$ cat src/rtl/int_ctrl_nest.sv
// Nestable fixed-priority interrupt controller with a DEPTH-entry {PC, C, Z, id} context stack.
// Optional sticky error flags compiled in with macro INT_NEST_ERR_EN.
module int_ctrl_nest #(
  parameter int D_WIDTH = 12,
  parameter int N_SRC   = 4,
  parameter int DEPTH   = 4,
  localparam int VW     = (N_SRC > 1) ? $clog2(N_SRC) : 1,
  localparam int DW     = $clog2(DEPTH + 1),
  localparam int AW     = (DEPTH > 1) ? $clog2(DEPTH) : 1
) (
  input  logic               clk,
  input  logic               reset,
  input  logic [D_WIDTH-1:0] int_current_pc,
  input  logic               int_cc_c,
  input  logic               int_cc_z,
  input  logic               int_en,
  input  logic [N_SRC-1:0]   int_req,
  input  logic [N_SRC-1:0]   int_mask,
  input  logic               reti_signal,
  output logic               int_ack,
  output logic [VW-1:0]      int_vector,
  output logic [D_WIDTH-1:0] int_return_pc,
  output logic               int_c,
  output logic               int_z,
  output logic               int_active,
  output logic [DW-1:0]      int_depth,
  output logic [1:0]         int_err
);

  logic [D_WIDTH-1:0] r_pc_stk [DEPTH];
  logic               r_c_stk  [DEPTH];
  logic               r_z_stk  [DEPTH];
  logic [VW-1:0]      r_id_stk [DEPTH];

  logic [DW-1:0]      r_depth;
  logic               r_ack;
  logic [VW-1:0]      r_vec;
  logic [D_WIDTH-1:0] r_ret_pc;
  logic               r_c;
  logic               r_z;
  logic [VW-1:0]      r_top_id;

  logic [N_SRC-1:0]   w_pend;
  logic [VW-1:0]      w_sel;
  logic               w_empty;
  logic               w_full;
  logic               w_base;
  logic               w_accept;
  logic               w_pop;
  logic [AW-1:0]      w_push_idx;
  logic [AW-1:0]      w_prev_idx;

  assign w_pend = int_req & int_mask;

  // Lowest set index wins: scan from the bottom of the priority order upward.
  always_comb begin
    w_sel = '0;
    for (int i = N_SRC - 1; i >= 0; i--) begin
      if (w_pend[i]) w_sel = VW'(i);
    end
  end

  assign w_empty    = (r_depth == '0);
  assign w_full     = (r_depth == DW'(DEPTH));
  assign w_base     = int_en && (|w_pend) && !r_ack && !reti_signal;
  assign w_accept   = w_base && !w_full && (w_empty || (w_sel < r_top_id));
  assign w_pop      = reti_signal && !w_empty;
  assign w_push_idx = AW'(r_depth);
  assign w_prev_idx = AW'(r_depth - DW'(2));

  always_ff @(posedge clk) begin
    if (w_accept) begin
      r_pc_stk[w_push_idx] <= int_current_pc;
      r_c_stk[w_push_idx]  <= int_cc_c;
      r_z_stk[w_push_idx]  <= int_cc_z;
      r_id_stk[w_push_idx] <= w_sel;
    end
  end

  always_ff @(posedge clk) begin
    if (reset) begin
      r_depth  <= '0;
      r_ack    <= 1'b0;
      r_vec    <= '0;
      r_ret_pc <= '0;
      r_c      <= 1'b0;
      r_z      <= 1'b0;
      r_top_id <= '0;
    end else begin
      r_ack <= w_accept;
      if (w_pop) begin
        r_depth <= r_depth - DW'(1);
        // After the pop the visible top is the entry below, or zeros when the stack drains.
        if (r_depth >= DW'(2)) begin
          r_ret_pc <= r_pc_stk[w_prev_idx];
          r_c      <= r_c_stk[w_prev_idx];
          r_z      <= r_z_stk[w_prev_idx];
          r_top_id <= r_id_stk[w_prev_idx];
        end else begin
          r_ret_pc <= '0;
          r_c      <= 1'b0;
          r_z      <= 1'b0;
          r_top_id <= '0;
        end
      end else if (w_accept) begin
        r_depth  <= r_depth + DW'(1);
        r_vec    <= w_sel;
        r_ret_pc <= int_current_pc;
        r_c      <= int_cc_c;
        r_z      <= int_cc_z;
        r_top_id <= w_sel;
      end
    end
  end

  assign int_ack       = r_ack;
  assign int_vector    = r_vec;
  assign int_return_pc = r_ret_pc;
  assign int_c         = r_c;
  assign int_z         = r_z;
  assign int_active    = !w_empty;
  assign int_depth     = r_depth;

`ifdef INT_NEST_ERR_EN
  logic       w_ovf;
  logic       w_udf;
  logic [1:0] r_err;

  // Overflow flags any live request blocked by a full stack, regardless of its priority.
  assign w_ovf = w_base && w_full;
  assign w_udf = reti_signal && w_empty;

  always_ff @(posedge clk) begin
    if (reset) begin
      r_err <= 2'b00;
    end else begin
      if (w_ovf) r_err[0] <= 1'b1;
      if (w_udf) r_err[1] <= 1'b1;
    end
  end

  assign int_err = r_err;
`else
  assign int_err = 2'b00;
`endif

endmodule

$ cat config.mk
export PLATFORM = sky130hd
export DESIGN_NAME = int_ctrl_nest
export DESIGN_NICKNAME = d
export VERILOG_FILES = /design/src/rtl/int_ctrl_nest.sv
export SDC_FILE = /design/constraint.sdc
export NUM_CORES = 1
export LEC_CHECK = 0
export ABC_AREA = 1
export CORE_MARGIN = 2
export CORE_UTILIZATION = 49
export CTS_BUF_LIST = sky130_fd_sc_hd__clkbuf_4 sky130_fd_sc_hd__clkbuf_8 sky130_fd_sc_hd__clkbuf_16
export CTS_CLUSTER_DIAMETER = 100
export DETAILED_ROUTE_END_ITERATION = 7
export PLACE_DENSITY = 0.83
export SYNTH_ARGS = -nofsm -noshare
export SYNTH_HDL_FRONTEND = slang
export SYNTH_SLANG_ARGS = --single-unit
$ cat constraint.sdc
create_clock -name clk -period 2.95 [get_ports clk]
set_input_delay 0.4425 -clock clk [delete_from_list [all_inputs] [get_ports clk]]
set_output_delay 0.4425 -clock clk [all_outputs]
set_load 0.05 [all_outputs]
==> results.tsv <==
stage	metric	value	unit
floorplan	start_util	51.02	%
yosys	ys_types	28	
power_and_ir_drop	vdd_ir_drop_max	0.0007096	V
timing	hold_viol	0	
clock_tree	cts_tree	yes	
clock_tree	h-tree-depth	3	
grt	grt_pass1_vias	2672	
floorplan	io_pins	49	
setup_path	cp_top_family	buffers and inverters	
yosys	synthCells	350	
yosys	yosysTopAreaCell	edfxtp_1	
timing	worstMarginPinSlew	0.8286	ns
yosys	yosysWarnings	0	
yosys	yosysSeqAreaShare	63.16	%
power_and_ir_drop	pwr-share-comb	42.3	%
finish	diodes	0	
yosys	syn_avg_cell_area	10.69	um^2
setup_path	cp_num_buf_inv	1	
routing	routedWlPerCell	15.85	um
setup_path	cp.required	2.51	ns
routing	routed_wl	7.958	mm
placed_design	dp_hpwl	5.433	mm
setup_path	path_max_fanout	6	
routing	drt_first_pass_iters	5	
clock_tree	insertion_delay	0.35	ns
yosys	yosys_register_bits	86	
timing	drv_slew	0	
finish	drive_gt1_share	12.16	%
timing	rsz0062_at_grt	no	
clock_tree	post_cts_buffers	0	
power_and_ir_drop	sw_frac_of_total	40.63	%
grt	grt_usage	20.48	%
placed_design	gp_congestion	0.7929	
power_and_ir_drop	leakage	1.792	nW
timing	setup_ws	0.5020	ns
floorplan	core_area	7331	um^2
clock_tree	cts_made_buffers	9	
placed_design	portBuffers	46	
hold_path	hold_class	reg2reg	
finish	final_common_cell	nand2_1	
power_and_ir_drop	p_switching	1.669	mW
floorplan	die_h	91.37	um
setup_path	crit_slowest_cell	clkdlybuf4s50_1	
finish	final_cell_mix	102 x nand2_1, 64 x edfxtp_1, 46 x clkdlybuf4s50_1	
setup_path	worstPathCellList	nor2_2 -> nand2_1 -> clkdlybuf4s50_1	
job	cap_violations	0	
floorplan	die_area	8348	um^2
timing	slew_headroom	44.76	%
finish	fin_nets	426	
placed_design	post_dp_cell_area	4268	um^2
timing	hold_ws	0.4839	ns
timing	period_needed	2.448	ns
floorplan	rows	31	
yosys	syn_area	3740	um^2
routing	initialDrtViolationCount	190	
grt	grt_max_degree	53	
clock_tree	clockRootBuffer	clkbuf_8	
power_and_ir_drop	power_frac_seq	38.0	%
clock_tree	cts_repair_resize_count	0	
clock_tree	path_clk_slew	0.08	ns
setup_path	startpoint_type	register	
timing	setup_viol	0	
setup_path	endpoint_kind	output port	
clock_tree	cts_buffer_depth	2	
setup_path	cp.arrival	2.01	ns
clock_tree	cts.hold.buffers_added	0	
finish	areaGrowthSynthToFinish	19.27	%
grt	antenna_found_initial	0	
grt	grt_overflow_total	0	
power_and_ir_drop	p_int	2.438	mW
power_and_ir_drop	power.share.clock	19.7	%
finish	postLayoutCoreUtil	60.85	%
yosys	yosys-top-cells-area	edfxtp_1 51%, dfxtp_1 12%, nand2_1 10%	
power_and_ir_drop	powerDensity	920.7	nW/um^2
routing	viasPerCell	5.339	
finish	design_area	4461	um^2
outcome	status	completed	
clock_tree	clkSinkCount	86	
routing	drc	0	
routing	dr_total_vias	2680	
routing	detail-route-antenna-nets	0	
timing	finalCritPeriodShare	82.98	%
timing	max_freq	408.5	MHz
setup_path	slowest_delay	0.80	ns
placed_design	dp_slack	0.4448	ns
setup_path	path_class	reg2out	
timing	finClkSkew	0.006075	ns
grt	grt_pass1_wl	13.16	mm
yosys	synth_top_area_share	51.39	%
floorplan	die_w	91.37	um
final cells by class:
class | instances | area (um^2)
Tap cell | 99 | 123.9
Multi-Input combinational cell | 216 | 1141
Sequential cell | 86 | 2362
Clock inverter | 6 | 61.31
Inverter | 30 | 112.6
Fill cell | 583 | 2870
Clock buffer | 10 | 131.4
Timing Repair Buffer | 55 | 528.0
path summary, 6_finish.rpt:
path / from / end / slack [ns] / depth (start not counted)
max: int_depth[0] / int_active / 0.50 / 3
min: int_vector[1] / int_vector[1] / 0.48 / 2
max reg2reg: int_depth[0] / int_c / 0.95 / 8
min reg2reg: int_vector[1] / int_vector[1] / 0.48 / 2
cells by family (layout without fill, tap and decap cells):
kind of cell	Yosys count	in the layout	synth area share [%]
AO/OA/AOI/OAI	59	59	10.84
flip-flops	86	86	63.16
XOR/XNOR	1	1	0.2342
AND/OR/NAND/NOR	152	152	18.10
other	1	2	0.1003
buffers and inverters	49	101	6.691
adder cells (fa/ha/maj)	2	2	0.8698
power groups by stage:
stage | Clock [mW] | Combinational [mW] | Sequential (mW)
finish | 0.807 | 1.74 | 1.56
global route | 0.873 | 1.91 | 1.58
CTS | 0.828 | 1.75 | 1.56
detailed placement | 0 | 1.74 | 1.59
global placement | 0 | 1.69 | 1.58
floorplan | 0 | 1.00 | 1.89
layer usage:
metal,vias to the layer above,share of wire (%),GRT usage (%)
li1,1282,-,-
met1,1299,40,24.79
met2,84,53,35.74
met3,15,5.2,4.066
met4,0,2.1,8.333
met5,-,0,0
stage by stage:
stage / setup TNS [ns] / total power, mW / cells
2_1_floorplan: -6.673 / 2.895 / 351
3_3_place_gp: 0 / 3.271 / 486
3_5_place_dp: 0 / 3.328 / 486
4_1_cts: 0 / 4.138 / 502
5_1_grt: 0 / 4.356 / 502
6_report: 0 / 4.107 / 502
state kept, by name (all words and copies together) (netlist names):
signal / cells
int_z: 1
r_c_stk: 4
int_ack: 1
r_z_stk: 4
int_return_pc: 12
r_pc_stk: 48
r_top_id: 2
int_depth: 3
int_vector: 2
r_id_stk: 8
int_c: 1
Yosys cell counts:
library cell    n
nand3_1        11
conb_1          1
buf_6           6
fa_1            1
a21oi_4         1
nor2_2          1
nand2_4         1
a21oi_2         1
ha_1            1
nor2_1         22
xor2_1          1
nor2_4          2
buf_2           8
inv_1          26
nand2_1       102
buf_4           3
clkbuf_1        2
nor3_1          2
o21ai_1         1
nand2_2         1
dfxtp_1        22
a21oi_1        21
a22oi_1        32
o21ai_0         2
edfxtp_1       64
nand3_2        10
inv_2           4
a211oi_4        1
worst reg2reg max path: stages (launching register included):
cell     delay [ns]
dfxtp_1        0.44
nor2_2         0.38
a21oi_4        0.11
inv_2          0.08
buf_4          0.47
nand2_1        0.13
nand2_1        0.14
a21oi_1        0.06
nor2_1         0.12
Power figures use the tool's default switching activity.
